## config.mk

```make
export PLATFORM = sky130hd
export DESIGN_NAME = cpu_fetch
export DESIGN_NICKNAME = d
export VERILOG_FILES = /design/src/rtl/cpu_fetch.sv
export SDC_FILE = /design/constraint.sdc
export NUM_CORES = 1
export LEC_CHECK = 0
export ABC_AREA = 1
export CORE_AREA = 2 2 99 101
export DETAILED_ROUTE_END_ITERATION = 16
export DIE_AREA = 0 0 101 103
export PLACE_DENSITY = 0.77
export RECOVER_POWER = 50
export SYNTH_ARGS = -nofsm -noshare
export SYNTH_HDL_FRONTEND = slang
export SYNTH_SLANG_ARGS = --single-unit
```

## constraint.sdc

```tcl
create_clock -name clk -period 6.4 [get_ports clk]
set_input_delay 1.6 -clock clk [delete_from_list [all_inputs] [get_ports clk]]
set_output_delay 1.6 -clock clk [all_outputs]
set_load 0.02 [all_outputs]
```

## src/rtl/cpu_fetch.sv

```systemverilog
// ---------------------------------------------------------------------------
// cpu_fetch
//
// Instruction fetch unit for the 6502 core. After reset it reads the two-byte
// reset vector, then streams instructions out of byte-wide synchronous memory.
// Each opcode is shown to the instruction decoder in the cycle its data
// arrives. The decoder's length answer decides how many operand bytes (0..2)
// are gathered. The complete instruction is then held on a valid/ready
// handshake toward the execute stage. Jumps, branches and returns steer the
// unit through pc_load.
//
// Ports:
//   clk           in   1  system clock
//   rst           in   1  synchronous, active-high reset
//   mem_addr      out 16  memory read address
//   mem_re        out  1  read strobe, data returns on mem_rdata next cycle
//   mem_rdata     in   8  read data
//   dec_opcode    out  8  opcode presented to the decoder
//   dec_length    in   2  instruction length from the decoder (0 means 1)
//   pc_load       in   1  redirect request
//   pc_load_addr  in  16  redirect target
//   instr_valid   out  1  a complete instruction is presented
//   instr_ready   in   1  execute stage accepts the instruction
//   instr_opcode  out  8  opcode of the presented instruction
//   instr_operand out 16  operand bytes {hi, lo}, unused bytes are 0
//   instr_pc      out 16  address of the opcode
//   next_pc       out 16  instr_pc + length, wrapping at 64K
//   busy          out  1  high whenever no instruction is presented
// ---------------------------------------------------------------------------
module cpu_fetch #(
   parameter logic [15:0] VECTOR_ADDR = 16'hFFFC
) (
   input  logic        clk,
   input  logic        rst,
   output logic [15:0] mem_addr,
   output logic        mem_re,
   input  logic [7:0]  mem_rdata,
   output logic [7:0]  dec_opcode,
   input  logic [1:0]  dec_length,
   input  logic        pc_load,
   input  logic [15:0] pc_load_addr,
   output logic        instr_valid,
   input  logic        instr_ready,
   output logic [7:0]  instr_opcode,
   output logic [15:0] instr_operand,
   output logic [15:0] instr_pc,
   output logic [15:0] next_pc,
   output logic        busy
);

   localparam logic [2:0] VEC_LO   = 3'd0;
   localparam logic [2:0] VEC_HI   = 3'd1;
   localparam logic [2:0] VEC_CAP  = 3'd2;
   localparam logic [2:0] FETCH_OP = 3'd3;
   localparam logic [2:0] CAPT_OP  = 3'd4;
   localparam logic [2:0] CAPT_LO  = 3'd5;
   localparam logic [2:0] CAPT_HI  = 3'd6;
   localparam logic [2:0] VALID    = 3'd7;

   logic [2:0]  state;
   logic [15:0] pc;
   logic [7:0]  vec_lo;
   logic [7:0]  opcode_r;
   logic [15:0] operand_r;
   logic [1:0]  len_r;

   logic [1:0]  dec_len_eff;
   logic [15:0] pc_plus1;
   logic [15:0] pc_plus2;
   logic        redirect_ok;
   logic        redirect;

   // Unimplemented opcodes come back from the decoder as length 0; they are
   // stepped over as single-byte instructions so the stream never stalls.
   assign dec_len_eff = (dec_length == 2'd0) ? 2'd1 : dec_length;

   // Operand addresses and the fall-through address all wrap at 64K because
   // the adders are exactly 16 bits wide.
   assign pc_plus1 = pc + 16'd1;
   assign pc_plus2 = pc + 16'd2;
   assign next_pc  = pc + {14'd0, len_r};

   // Redirects are only honoured once the vector has been loaded; during the
   // vector fetch there is no meaningful pc to replace.
   assign redirect_ok = (state != VEC_LO) && (state != VEC_HI) && (state != VEC_CAP);
   assign redirect    = pc_load && redirect_ok;

   // The decoder sees the opcode straight off the memory bus while it is being
   // captured, so the length answer can steer the very same cycle.
   assign dec_opcode = (state == CAPT_OP) ? mem_rdata : opcode_r;

   assign instr_valid   = (state == VALID);
   assign busy          = (state != VALID);
   assign instr_opcode  = opcode_r;
   assign instr_operand = operand_r;
   assign instr_pc      = pc;

   // Memory request decode. Reads are only issued when their data will be
   // used next cycle. A redirect discards whatever would come back, so the
   // strobe is dropped to keep the bus quiet until the new target is fetched.
   // While rst is high the bus is forced idle regardless of state.
   always_comb begin
      mem_re   = 1'b0;
      mem_addr = 16'h0000;
      case (state)
         VEC_LO: begin
            mem_re   = 1'b1;
            mem_addr = VECTOR_ADDR;
         end
         VEC_HI: begin
            mem_re   = 1'b1;
            mem_addr = VECTOR_ADDR + 16'd1;
         end
         FETCH_OP: begin
            mem_re   = 1'b1;
            mem_addr = pc;
         end
         CAPT_OP: begin
            if (dec_len_eff != 2'd1) begin
               mem_re   = 1'b1;
               mem_addr = pc_plus1;
            end
         end
         CAPT_LO: begin
            if (len_r == 2'd3) begin
               mem_re   = 1'b1;
               mem_addr = pc_plus2;
            end
         end
         VALID: begin
            if (instr_ready) begin
               mem_re   = 1'b1;
               mem_addr = next_pc;
            end
         end
         default: begin
            mem_re   = 1'b0;
            mem_addr = 16'h0000;
         end
      endcase
      if (redirect) begin
         mem_re = 1'b0;
      end
      if (rst) begin
         mem_re   = 1'b0;
         mem_addr = 16'h0000;
      end
   end

   // Fetch sequencer. A redirect overrides everything else; when it lands on a
   // handshake cycle the presented instruction still counts as consumed, and
   // only the following fetch is steered to the new target. On a normal
   // handshake the read of next_pc has already been issued this cycle, so the
   // sequencer skips FETCH_OP and goes straight to capturing the opcode.
   always_ff @(posedge clk) begin
      if (rst) begin
         state     <= VEC_LO;
         pc        <= 16'h0000;
         vec_lo    <= 8'h00;
         opcode_r  <= 8'h00;
         operand_r <= 16'h0000;
         len_r     <= 2'd0;
      end else if (redirect) begin
         pc    <= pc_load_addr;
         state <= FETCH_OP;
      end else begin
         case (state)
            VEC_LO: begin
               state <= VEC_HI;
            end
            VEC_HI: begin
               vec_lo <= mem_rdata;
               state  <= VEC_CAP;
            end
            VEC_CAP: begin
               pc    <= {mem_rdata, vec_lo};
               state <= FETCH_OP;
            end
            FETCH_OP: begin
               state <= CAPT_OP;
            end
            CAPT_OP: begin
               opcode_r  <= mem_rdata;
               len_r     <= dec_len_eff;
               operand_r <= 16'h0000;
               if (dec_len_eff == 2'd1) begin
                  state <= VALID;
               end else begin
                  state <= CAPT_LO;
               end
            end
            CAPT_LO: begin
               operand_r[7:0] <= mem_rdata;
               if (len_r == 2'd3) begin
                  state <= CAPT_HI;
               end else begin
                  state <= VALID;
               end
            end
            CAPT_HI: begin
               operand_r[15:8] <= mem_rdata;
               state           <= VALID;
            end
            VALID: begin
               if (instr_ready) begin
                  pc    <= next_pc;
                  state <= CAPT_OP;
               end
            end
            default: begin
               state <= VEC_LO;
            end
         endcase
      end
   end

endmodule

```

==> results.sh <==
export IMPL_status="finished, final reports clean"
export IMPL_final_max_slew_viol_count=0
export IMPL_finalHoldViolCount=0
export IMPL_critPathTopFamily="buffers and inverters"
export IMPL_synth_compound_area_share_pct=21.6
export IMPL_crit_type="primary input to primary output"
export IMPL_grt_pass1_vias=4177
export IMPL_die_y_um=103
export IMPL_cellPowerDensity_mw_per_mm2=189
export IMPL_layout_commonest_cell="nand2_1"
export IMPL_rows=36
export IMPL_cts_buffers=5
export IMPL_clkSinkCount=53
export IMPL_nets=749
export IMPL_grt_start_max_net_pins=33
export IMPL_worst_pin_slew_ps=1250
export IMPL_cts_hold_buf=0
export IMPL_cts_setup_buffers=0
export IMPL_p_leak_nw=2.17
export IMPL_synth_xor_area_share_pct=1.44
export IMPL_crit_required_ps=4800
export IMPL_arrival_ps=4040
export IMPL_layout_common_cells="175 x nand2_1, 79 x clkdlybuf4s50_1, 72 x a21oi_1"
export IMPL_ant_nets=0
export IMPL_avgViaCountPerCell=5.36
export IMPL_die_w_um=101
export IMPL_synthAdderAreaFrac_pct=1.92
export IMPL_path_buf_inv=5
export IMPL_max_freq_mhz=177
export IMPL_cts_buffer_depth=2
export IMPL_firstDrtPassIters=5
export IMPL_crit_chain="clkdlybuf4s50_1 -> inv_1 -> clkbuf_1 -> o21ai_0 -> inv_1 -> clkdlybuf4s50_1"
export IMPL_ys_warnings_count=0
export IMPL_tritoncts="done"
export IMPL_wl_per_cell_um=16.3
export IMPL_slowest_delay_ps=930
export IMPL_cp_slowest_cell="clkbuf_1"
export IMPL_syn_to_final_growth_pct=35.4
export IMPL_syn_area_mm2=0.00365
export IMPL_holdPathStages=2
export IMPL_synthCells=613
export IMPL_clk_latency_ps=310
export IMPL_finalCritPeriodShare_pct=88.2
export IMPL_fin_skew_ps=10.8
export IMPL_min_period_ps=5640
export IMPL_start_util_pct=38.6
export IMPL_antenna_found_initial=0
export IMPL_hold_ws_ps=448
export IMPL_clk_pin_slew_ps=90
export IMPL_maxSlewHeadroom_pct=17.0
export IMPL_synthSimpleGateAreaFrac_pct=35.0
export IMPL_finalSetupViolCount=0
export IMPL_drt_iter0_markers=311
export IMPL_ys_types=35
export IMPL_synth_mux_area_share_pct=0
export IMPL_hp_class="register to register"
export IMPL_path_depth=6
export IMPL_avgSynthCellArea_um2=5.95
export IMPL_maxCapViolCount=0
export IMPL_start_kind="primary input"
export IMPL_diodes=0
export IMPL_port_buffers=112
export IMPL_place_inst=821
export IMPL_htreeDepth=2
export IMPL_fin_setup_tns_ps=0
export IMPL_path_max_fanout=31
export IMPL_grt_pass1_wl_um=21400
export IMPL_grt_use_total_pct=26.1
export IMPL_worstSetupEndpointType="primary output"
export IMPL_finalNonFillerCells=829
export IMPL_via_count=4445
export IMPL_grt_overflow=0
export IMPL_post_route_drc_count=0
export IMPL_ff2ff_path_depth=8
export IMPL_cts_root_buf="clkbuf_8"
export IMPL_synth_top_family_by_area="simple AND/OR/NAND/NOR gates"
export IMPL_ir_worst_vdd_uv=153
export IMPL_die_area_mm2=0.0104
export IMPL_synth_fp_nets=648
export IMPL_wl_um=13500
export IMPL_fp_coreArea_mm2=0.00946
export IMPL_routabilityCongestion=0.918
export IMPL_ys_ff_latch=53
export IMPL_num_io_pins=113
export IMPL_rsz0062_at_grt="false"
export IMPL_drive_above_1_share_pct=4.90
export IMPL_seq_area_frac_synth_pct=29.1
export IMPL_dp_hpwl_um=10400
export IMPL_cts_resized=0
-- power breakdown --
group          internal [mW]  switching (mW)  leakage, nW
Sequential             0.351          0.0354        0.432
Clock                  0.127           0.113       0.0574
Combinational          0.129           0.181         1.68
-- sequential cells by signal, indices dropped and copies added (netlist names) --
signal,count
instr_operand,16
instr_pc,16
instr_opcode,8
len_r,2
state,3
vec_lo,8
-- kinds of logic (layout without fill, tap and decap cells) --
| logic type | after synthesis | count (layout) |
|---|---|---|
| AND/OR/NAND/NOR | 301 | 301 |
| buffers and inverters | 98 | 200 |
| AO/OA/AOI/OAI | 150 | 150 |
| adder cells (fa/ha/maj) | 5 | 5 |
| flip-flops | 53 | 53 |
| XOR/XNOR | 6 | 6 |
-- cells in the mapped netlist --
master	n	area share (%)
o21ai_1	5	0.69
nor3_1	4	0.55
a211oi_1	1	0.21
clkbuf_1	11	1.1
buf_6	2	0.62
nand2_2	2	0.34
nand2_1	175	18
nor4_2	1	0.34
nor2_4	2	0.62
a311oi_1	1	0.24
o21bai_1	2	0.41
fa_1	1	0.55
o21a_1	1	0.21
nor2_2	4	0.69
a31oi_1	7	1.2
inv_2	6	0.62
or2_2	7	1.2
o21ai_0	56	7.7
ha_1	4	1.4
inv_1	70	7.2
o221a_2	1	0.31
a22oi_1	3	0.62
nand3_2	2	0.55
buf_4	2	0.41
nand3_1	33	4.5
a21oi_1	72	9.9
nand3b_1	2	0.41
buf_2	7	0.96
o211ai_1	1	0.21
nand4_1	4	0.69
nor2_1	60	6.2
xor2_1	5	1.2
xnor2_1	1	0.24
dfxtp_1	53	29
and2_1	5	0.86
-- stage by stage --
stage / utilization, % / power (mW) / cell area [µm²] / worst slack, ps
2_1_floorplan: - / 0.560 / 3650 / 2190
3_3_place_gp: 51.0 / 0.698 / 4830 / 1080
3_5_place_dp: 51.0 / 0.703 / 4830 / 1050
4_1_cts: 52.3 / 0.941 / 4950 / 1040
5_1_grt: 52.2 / 0.981 / 4940 / 584
6_report: 52.2 / 0.935 / 4940 / 758
-- layout make-up --
class                           instances  area [µm²]
Multi-Input combinational cell        462        2180
Fill cell                             989        4520
Inverter                               76         285
Timing Repair Buffer                  116        1150
Clock buffer                            6        82.6
Tap cell                              114         143
Clock inverter                          2        37.5
Sequential cell                        53        1060
-- worst reg2reg max path, cell delays in order, from the launching register on --
cell,delay (ps)
dfxtp_1,510
nand2_2,150
inv_2,110
nand2_1,300
nand3_1,220
nand2_1,410
inv_2,360
o21ai_0,140
a21oi_1,210
-- path summary, 6_finish.rpt --
kind,start,to,slack [ps]
min reg2reg,vec_lo[4],vec_lo[4],450
min,vec_lo[4],vec_lo[4],450
max reg2reg,state[0],instr_pc[7],3920
max,rst,mem_addr[6],760
-- layer usage --
| layer | wire length [µm] | GRT usage, % | vias to the layer above |
|---|---|---|---|
| li1 | - | - | 2185 |
| met1 | 5910 | 34.4 | 2053 |
| met2 | 6360 | 43.9 | 185 |
| met3 | 980 | 4.68 | 22 |
| met4 | 261 | 7.38 | 0 |
| met5 | 0 | 0 | - |
No activity file was read; power rests on OpenSTA's default activity.
